### config.mk
export PLATFORM = sky130hd
export DESIGN_NAME = keypad_time_entry_sequencer
export DESIGN_NICKNAME = d
export VERILOG_FILES = /design/src/rtl/time_entry_pkg.sv /design/src/rtl/digit_range_check.sv /design/src/rtl/keypad_time_entry_sequencer.sv
export SDC_FILE = /design/constraint.sdc
export NUM_CORES = 1
export LEC_CHECK = 0
export ABC_CLOCK_PERIOD_IN_PS = 3500
export BUFFER_PORTS_ARGS = -buffer_cell sky130_fd_sc_hd__buf_2
export CAP_MARGIN = 15
export CORE_UTILIZATION = 35
export DETAILED_ROUTE_END_ITERATION = 10
export GPL_TIMING_DRIVEN = 0
export SLEW_MARGIN = 15
export SYNTH_ARGS = -nofsm -noshare
export SYNTH_HDL_FRONTEND = slang
export SYNTH_SLANG_ARGS = --single-unit
export TNS_END_PERCENT = 20
### constraint.sdc
create_clock -name clk -period 3.5 [get_ports clk]
set_input_delay 0.175 -clock clk [delete_from_list [all_inputs] [get_ports clk]]
set_output_delay 0.175 -clock clk [all_outputs]
set_load 0.01 [all_outputs]
### src/rtl/time_entry_pkg.sv
// Shared types and constants for the keypad time-entry path.
// Covers sequencer states, key codes, digit positions and digit range limits.
package time_entry_pkg;

  typedef enum logic [2:0] {
    IDLE,
    W_LH,
    W_RH,
    W_LM,
    W_RM,
    DONE
  } state_e;

  localparam logic [3:0] KEY_CANCEL = 4'hA;
  localparam logic [3:0] DIGIT_MAX  = 4'd9;

  localparam logic [1:0] IDX_LH = 2'd0;
  localparam logic [1:0] IDX_RH = 2'd1;
  localparam logic [1:0] IDX_LM = 2'd2;
  localparam logic [1:0] IDX_RM = 2'd3;

  localparam logic [3:0] LH_MAX24     = 4'd2;
  localparam logic [3:0] LH_MAX12     = 4'd1;
  localparam logic [3:0] MIN_TENS_MAX = 4'd5;
  localparam logic [3:0] RH_MAX_LH2   = 4'd3;
  localparam logic [3:0] RH_MAX_LH1   = 4'd2;

  function automatic logic [1:0] stateIndex(input state_e s);
    case (s)
      W_RH:    return IDX_RH;
      W_LM:    return IDX_LM;
      W_RM:    return IDX_RM;
      default: return IDX_LH;
    endcase
  endfunction

endpackage

### src/rtl/digit_range_check.sv
// Combinational legality check for one keyed digit at a given position.
// The RH limit depends on the hour-tens digit accepted earlier in the session.
module digit_range_check
  import time_entry_pkg::*;
#(
  parameter bit HOUR_24 = 1'b1
) (
  input  logic [1:0] digitIndex,
  input  logic [3:0] d,
  input  logic [3:0] storedLh,
  output logic       ok
);

  always_comb begin
    ok = 1'b0;
    case (digitIndex)
      IDX_LH: ok = HOUR_24 ? (d <= LH_MAX24) : (d <= LH_MAX12);
      IDX_RH: begin
        if (HOUR_24)
          ok = (storedLh == LH_MAX24) ? (d <= RH_MAX_LH2) : (d <= DIGIT_MAX);
        else
          // 12-hour clock has no hour 00, so LH=0 needs a non-zero units digit
          ok = (storedLh == LH_MAX12) ? (d <= RH_MAX_LH1)
                                      : ((d != 4'd0) && (d <= DIGIT_MAX));
      end
      IDX_LM:  ok = (d <= MIN_TENS_MAX);
      default: ok = (d <= DIGIT_MAX);
    endcase
  end

endmodule

### src/rtl/keypad_time_entry_sequencer.sv
// Sequences keypad digits into ordered LH/RH/LM/RM write strobes for the
// time or alarm registers, with cancel key and inactivity timeout.
module keypad_time_entry_sequencer
  import time_entry_pkg::*;
#(
  parameter bit          HOUR_24        = 1'b1,
  parameter int unsigned TIMEOUT_CYCLES = 50000000,
  parameter int unsigned TO_W           = 26
) (
  input  logic       clk,
  input  logic       rst,
  input  logic       startTime,
  input  logic       startAlarm,
  input  logic       keyValid,
  input  logic [3:0] keyCode,
  output logic       setLH,
  output logic       setRH,
  output logic       setLM,
  output logic       setRM,
  output logic [3:0] numPad,
  output logic       setSignal,
  output logic       alarmSignal,
  output logic [1:0] digitIndex,
  output logic       rejectPulse,
  output logic       donePulse,
  output logic       abortPulse
);

  localparam logic [TO_W-1:0] TO_LAST = TO_W'(TIMEOUT_CYCLES - 1);

  state_e          state, nxtState;
  logic [TO_W-1:0] toCnt, nxtCnt;
  logic [3:0]      storedLh, nxtStoredLh;
  logic [1:0]      curIdx;
  logic            inWait, isDigit, isCancel, rangeOk;
  logic            accept, reject, expire, abort;

  logic       nxtSetLH, nxtSetRH, nxtSetLM, nxtSetRM;
  logic [3:0] nxtNumPad;
  logic       nxtSetSignal, nxtAlarmSignal;
  logic [1:0] nxtDigitIndex;
  logic       nxtReject, nxtDone, nxtAbort;

  digit_range_check #(.HOUR_24(HOUR_24)) rangeCheck (
    .digitIndex(curIdx),
    .d         (keyCode),
    .storedLh  (storedLh),
    .ok        (rangeOk)
  );

  // Key events and timeout qualification for the current cycle
  always_comb begin
    curIdx   = stateIndex(state);
    inWait   = (state == W_LH) || (state == W_RH) || (state == W_LM) || (state == W_RM);
    isDigit  = keyValid && (keyCode <= DIGIT_MAX);
    isCancel = keyValid && (keyCode == KEY_CANCEL);
    accept   = inWait && isDigit && rangeOk;
    reject   = inWait && isDigit && !rangeOk;
    // Ignored codes (B-F) do not hold off expiry
    expire   = inWait && !isDigit && !isCancel && (toCnt == TO_LAST);
    abort    = inWait && (isCancel || expire);
  end

  always_ff @(posedge clk) begin
    if (rst) begin
      state       <= IDLE;
      toCnt       <= '0;
      storedLh    <= '0;
      setLH       <= 1'b0;
      setRH       <= 1'b0;
      setLM       <= 1'b0;
      setRM       <= 1'b0;
      numPad      <= '0;
      setSignal   <= 1'b0;
      alarmSignal <= 1'b0;
      digitIndex  <= '0;
      rejectPulse <= 1'b0;
      donePulse   <= 1'b0;
      abortPulse  <= 1'b0;
    end else begin
      state       <= nxtState;
      toCnt       <= nxtCnt;
      storedLh    <= nxtStoredLh;
      setLH       <= nxtSetLH;
      setRH       <= nxtSetRH;
      setLM       <= nxtSetLM;
      setRM       <= nxtSetRM;
      numPad      <= nxtNumPad;
      setSignal   <= nxtSetSignal;
      alarmSignal <= nxtAlarmSignal;
      digitIndex  <= nxtDigitIndex;
      rejectPulse <= nxtReject;
      donePulse   <= nxtDone;
      abortPulse  <= nxtAbort;
    end
  end

  always_comb begin
    nxtState = state;
    case (state)
      IDLE: if (startTime || startAlarm) nxtState = W_LH;
      W_LH: if (abort) nxtState = IDLE; else if (accept) nxtState = W_RH;
      W_RH: if (abort) nxtState = IDLE; else if (accept) nxtState = W_LM;
      W_LM: if (abort) nxtState = IDLE; else if (accept) nxtState = W_RM;
      W_RM: if (abort) nxtState = IDLE; else if (accept) nxtState = DONE;
      default: nxtState = IDLE;
    endcase
  end

  always_comb begin
    nxtSetLH      = accept && (curIdx == IDX_LH);
    nxtSetRH      = accept && (curIdx == IDX_RH);
    nxtSetLM      = accept && (curIdx == IDX_LM);
    nxtSetRM      = accept && (curIdx == IDX_RM);
    nxtNumPad     = accept ? keyCode : numPad;
    nxtStoredLh   = (accept && (curIdx == IDX_LH)) ? keyCode : storedLh;
    nxtReject     = reject;
    nxtAbort      = abort;
    nxtDone       = (state == DONE);
    nxtDigitIndex = stateIndex(nxtState);
    nxtCnt        = (inWait && !accept && !reject && !abort) ? toCnt + 1'b1 : '0;

    // Mode lines lag the DONE state by one cycle so they stay high alongside donePulse
    nxtSetSignal   = setSignal;
    nxtAlarmSignal = alarmSignal;
    if (state == IDLE) begin
      nxtSetSignal   = startTime;
      nxtAlarmSignal = startAlarm && !startTime;
    end else if (abort) begin
      nxtSetSignal   = 1'b0;
      nxtAlarmSignal = 1'b0;
    end
  end

endmodule

==> results of run 1 <==
## synth_stat cells, types with 4 or more instances
cell	instances
nor3_1	7
mux2i_1	6
and3_1	6
inv_1	4
clkbuf_1	6
nand3_1	16
nand4_1	9
xnor2_1	6
or3_1	7
nand2_1	15
xor2_1	18
dfxtp_1	48
nand2b_1	6
nor2_1	38
o21ai_0	6
## sequential cells by signal, indices dropped and copies added, names as in the netlist
signal,cells
numPad,4
state,3
rejectPulse,1
donePulse,1
toCnt,26
setLM,1
setSignal,1
setRH,1
abortPulse,1
setLH,1
setRM,1
storedLh,4
digitIndex,2
alarmSignal,1
## where the power goes
part           switching [mW]  internal, mW  leakage [nW]
Combinational          0.0409        0.0239         0.455
Sequential            0.00322         0.551         0.387
Clock                   0.182         0.212        0.0552
## cell families (layout without fill, tap and decap cells)
family / after synthesis / in the layout / synth area share
and+or+nand+nor: 128 / 128 / 0.323
DFF: 48 / 48 / 0.447
xor gates and xnor gates: 24 / 24 / 0.0977
AOI/OAI and AO/OA: 20 / 20 / 0.0616
buffers and inverters: 15 / 45 / 0.0378
muxes: 6 / 6 / 0.0279
adders and majority gates: 1 / 1 / 0.00581
## cell usage in the layout, fill, tap and decap left out, types with 7 or more instances in the layout
cell type and n:
buf_2 24, clkbuf_1 7, dfxtp_1 48, nand2_1 15, nand3_1 16, nand4_1 9
nor2_1 38, nor3_1 7, or3_1 7, xor2_1 18
## stage by stage
step	power, mW	hold WS [ps]	cell area (µm²)	setup slack [ps]	utilization
3_3_place_gp	0.632	457	2360	1190	0.398
5_1_grt	1.05	168	2460	929	0.416
2_1_floorplan	0.610	315	2150	1530	-
4_1_cts	1.03	140	2460	1100	0.416
3_5_place_dp	0.633	461	2360	1140	0.398
6_report	1.01	144	2460	1130	0.416
## final timing paths
check                   start           to  slack [ps]  depth (start not counted)
setup / recovery     state[1]  storedLh[0]        1130                          6
hold / removal      startTime    setSignal         140                          3
setup reg to reg     state[1]  storedLh[0]        1130                          6
hold reg to reg   storedLh[2]  storedLh[2]         480                          1
## area by class of cell
cell class                 instances  area, µm²
tap                               75       93.8
clock inverter                     2       35.0
sequential                        48        961
timing repair buffer              22        110
inverter                           4       15.0
fill                             608       3460
buffer                            11       66.3
clock buffer                       6       72.6
multi-input combinational        179       1110
## metal layers
layer | GRT usage | share of wire | vias to the layer above
met1 | 0.194 | 0.48 | 813
met2 | 0.242 | 0.48 | 22
met3 | 0.0341 | 0.033 | 4
met4 | 0.0429 | 0.0096 | 0
met5 | 0 | 0 | -
li1 | - | - | 898
## worst max-delay path: stages (launching register included)
cell and delay [ps]:
dfxtp_1 330, buf_2 210, nor2b_1 330, a32oi_1 240, a31oi_2 530, nor2b_1 420
mux2i_1 230
==> summary.txt, run 1 <==
Placement
  – Half-perimeter wire length after placement: 3220 µm
  – Buffers on Ports: 22
  – Cells after DPL: 339
  – Weighted congestion at the end of routability-driven global placement: 0.856

Die
  – Die boundary height: 80.4 µm
  – Initial cell density of the core: 0.363
  – Die width: 80.4 µm
  – Standard-cell row count: 28
  – Area inside the core boundary: 0.00592 mm²
  – Number of top-level pins: 24
  – Die Outline Area: 0.00647 mm²

Pwr
  – Worst supply voltage drop on vdd: 0.149 mV
  – Power per Cell Area: 411 mW/mm²
  – Static Leak: 0.898 nW

Route
  – First-pass DRT Iterations: 4
  – Routed WL: 4360 µm
  – Via count: 1737
  – Post-detailed-route DRC marker count: 0
  – Average via count per standard cell: 5.01
  – Number of violations reported at the end of detailed-routing iteration 0: 64
  – WL/cell: 12.6 µm
  – Count of antenna-violating nets left after detailed routing: 0

Synth
  – Number of flops mapped to enable cells by yosys: 0
  – Cell Area, Synth: 0.00215 mm²
  – FF+latch count, synth: 48
  – Average instance area after synthesis: 8.89 µm²
  – Leading register cell type out of synthesis: dfxtp_1
  – Top cell type by total area after synthesis: dfxtp_1
  – Area fraction of the dominant cell type after synthesis: 0.447
  – Post-Syn Nets: 252
  – Share of flip-flops with an asynchronous set or reset: 0
  – Yosys synthesis warning count: 0
  – Ranking of synthesized cells by area: dfxtp_1, xor2_1, nor2_1
  – Distinct cells, synth: 42
  – Gate count after technology mapping: 242
  – Fraction of the yosys area taken by sequential cells: 0.447

Worst setup path
  – Arrival time worst endpoint: 2600 ps
  – Kind of critical path: flop to flop
  – Setup crit start kind: flop
  – Req. time, crit path: 3730 ps
  – Endpoint class of the critical path: flop
  – Highest fanout seen on the critical path: 10

Global routing
  – Total congestion overflow after global routing: 0
  – GR Util All Layers: 0.148
  – Global-route wire length before repair: 7490 µm
  – Largest net degree at the start of global routing: 15
  – Antenna violations before repair: 0
  – Number of global-route vias before repair: 1605

CTS
  – Cts hold-fix bufs: 0
  – Clock network latency to the later pin of the worst-skew pair: 300 ps
  – CTS tree: yes
  – Count of cells resized by post-cts repair: 0
  – Post-CTS setup repair buffer count: 0
  – CTS Root Buffer Type: clkbuf_8
  – Maximum clock insertion buffer count: 2
  – CTS HTree Levels: 2
  – Number of buffers inserted during clock tree synthesis: 5
  – Number of sinks driven by the clock tree: 48
  – Clock edge transition at the registers on the reported setup and hold paths: 90 ps

Timing
  – Tmin final: 2370 ps
  – Max-slew headroom at the worst pin: 0.616
  – Setup Total Neg Slack: 0 ps
  – Endpoints failing hold: 0
  – Setup violation total in the final timing report: 0
  – Measured slew at the worst slew-check pin: 574 ps
  – Max Clock Freq: 422 MHz
  – Fin crit share: 0.678
  – RSZ-0062 raised after global routing: no
  – Count of final max-slew check failures: 0
  – Final worst clock skew: 6.32 ps

Cells and area
  – Total number of nets in the final design: 281
  – Area Overhead vs Synth: 14.5%
  – Share of post-route cells with drive strength above 1: 0.151
  – Count of non-filler cells in the finished layout: 347
  – Antenna Diode Count: 0

Status
  – Outcome: finished, final reports clean

Run
  – Max-cap violation count: 0

Min path
  – Type of the worst min-delay path: input pin to flop
Power figures use the tool's default switching activity.
==> run 2: changes to the inputs <==
- ABC_CLOCK_PERIOD_IN_PS: 3500 -> 2500
- clock period: 3.5 -> 2.5 ns (I/O delays scaled with it)
==> run 2 against run 1 <==
Effect of this change: sequential cell count stayed put; critical path depth unchanged; first-iteration DRC count decreased by 3.1%; utilization grew 0.15 points; sequential share of layout area decreased by 0.14 points; non-clock buffer count unchanged; wire length grew 0.16%; worst hold slack worse by 49 ps; final cell count is the same; sequential power up 40%; largest cell class unchanged; largest power group unchanged; highest routed layer unchanged.
==> summary.txt, run 2 (synthesized netlist as in run 1, its figures left out) <==
Route
  – Average via count per standard cell: 5.00
  – Post-detailed-route DRC marker count: 0
  – Number of violations reported at the end of detailed-routing iteration 0: 62
  – WL/cell: 12.6 µm
  – Via count: 1736
  – Routed WL: 4370 µm
  – Count of antenna-violating nets left after detailed routing: 0
  – First-pass DRT Iterations: 4

Min path
  – Type of the worst min-delay path: input pin to flop

CTS
  – Maximum clock insertion buffer count: 2
  – CTS tree: yes
  – Cts hold-fix bufs: 0
  – Clock network latency to the later pin of the worst-skew pair: 300 ps
  – CTS Root Buffer Type: clkbuf_8
  – Post-CTS setup repair buffer count: 0
  – CTS HTree Levels: 2
  – Clock edge transition at the registers on the reported setup and hold paths: 90 ps
  – Number of sinks driven by the clock tree: 48
  – Number of buffers inserted during clock tree synthesis: 5

Worst setup path
  – Cells along the critical path: buf_2, nor2b_1, a32oi_1, a31oi_4, nor2b_1, mux2i_1
  – Endpoint class of the critical path: flop
  – Buffer and inverter count on the worst path: 1
  – Req. time, crit path: 2730 ps
  – Most repeated library cell on the critical path: nor2b_1
  – Arrival time worst endpoint: 2480 ps
  – Largest incremental delay on the critical path: 400 ps
  – Flop2flop setup slack: 240 ps
  – Library cell contributing the largest single delay on the critical path: a31oi_4
  – Highest fanout seen on the critical path: 10
  – Setup crit start kind: flop
  – Dominant delay contributor by cell family on the critical path: simple AND/OR/NAND/NOR gates
  – Kind of critical path: flop to flop

Timing
  – Fin crit share: 0.902
  – RSZ-0062 raised after global routing: no
  – Max-slew headroom at the worst pin: 0.616
  – Measured slew at the worst slew-check pin: 574 ps
  – Tmin final: 2260 ps
  – Setup violation total in the final timing report: 0
  – Max Clock Freq: 443 MHz
  – Worst-case setup margin in the final layout: 245 ps
  – Setup Total Neg Slack: 0 ps
  – Endpoints failing hold: 0
  – Final worst clock skew: 6.61 ps
  – Count of final max-slew check failures: 0

Die
  – Die boundary height: 80.4 µm
  – Die width: 80.4 µm
  – Initial cell density of the core: 0.363
  – Standard-cell row count: 28
  – Die Outline Area: 0.00647 mm²
  – Area inside the core boundary: 0.00592 mm²
  – Number of top-level pins: 24

Global routing
  – Number of global-route vias before repair: 1605
  – Total congestion overflow after global routing: 0
  – GR Util All Layers: 0.148
  – Antenna violations before repair: 0
  – Global-route wire length before repair: 7490 µm
  – Largest net degree at the start of global routing: 15

Placement
  – Buffers on Ports: 22
  – DP Area: 0.00236 mm²
  – Post-placement setup slack: 136 ps
  – Half-perimeter wire length after placement: 3220 µm
  – Weighted congestion at the end of routability-driven global placement: 0.856

Cells and area
  – Area Overhead vs Synth: 14.9%
  – Commonest non-fill, non-tap cells in the layout: dfxtp_1, nor2_1, buf_2
  – Post-route core utilization: 0.418
  – Most flop-heavy register: toCnt
  – Post-route cell area: 0.00247 mm²
  – Share of post-route cells with drive strength above 1: 0.151
  – Flip-flop count of the largest register, all copies and words added: 26
  – Antenna Diode Count: 0
  – Total number of nets in the final design: 281
  – Filler Cell Count: 608
  – Most common library cell in the layout ignoring fill and taps: dfxtp_1
  – Largest registers: toCnt x26, numPad x4, storedLh x4

Run
  – Max-cap violation count: 0

Pwr
  – Worst supply voltage drop on vdd: 0.209 mV
  – Power per Cell Area: 574 mW/mm²
  – Static Leak: 0.898 nW

Status
  – Outcome: finished, final reports clean
## run 2: final timing paths
kind                                   from     endpoint  depth (start not counted)
worst max-delay path               state[1]  storedLh[0]                          6
worst min-delay path              startTime    setSignal                          3
worst max register to register     state[1]  storedLh[0]                          6
worst min register to register  storedLh[2]  storedLh[2]                          1
## run 2: worst min-delay path, stage by stage
cell and delay, ps:
buf_2 110, nand2_1 50, a21oi_1 60
## run 2: repair_timing
item | CTS | global route
resized for setup | 0 | 1
endpoints found under the hold margin | 0 | 0
setup endpoints to repair | 0 | 2
## run 2: layout make-up
cell class	count	area, µm²	share of cell area
Timing Repair Buffer	22	110	0.0445
Sequential cell	48	961	0.389
Inverter	4	15.0	0.00607
Clock inverter	2	35.0	0.0142
Buffer	11	66.3	0.0268
Clock buffer	6	72.6	0.0294
Multi-Input combinational cell	179	1120	0.452
Tap cell	75	93.8	0.0380
## run 2: report_power, final
part / leakage (nW) / internal (mW) / switching (mW)
Combinational: 0.456 / 0.0336 / 0.0580
Clock: 0.0552 / 0.297 / 0.254
Sequential: 0.387 / 0.772 / 0.00451
## run 2: metal layers
metal  up-vias  GRT usage  share of wire
met5         -          0              0
met4         0     0.0429          0.013
met3         6     0.0341          0.033
met2        22      0.242           0.48
met1       807      0.194           0.48
li1        901          -              -
## run 2: metrics by stage
stage                     std cells  total power, mW  hold slack (ps)
after detailed placement        339            0.886              411
after global routing            347             1.47              118
final                           347             1.42             95.7
after floorplan                 242            0.854              265
after CTS                       347             1.44             90.4
after global placement          339            0.885              407
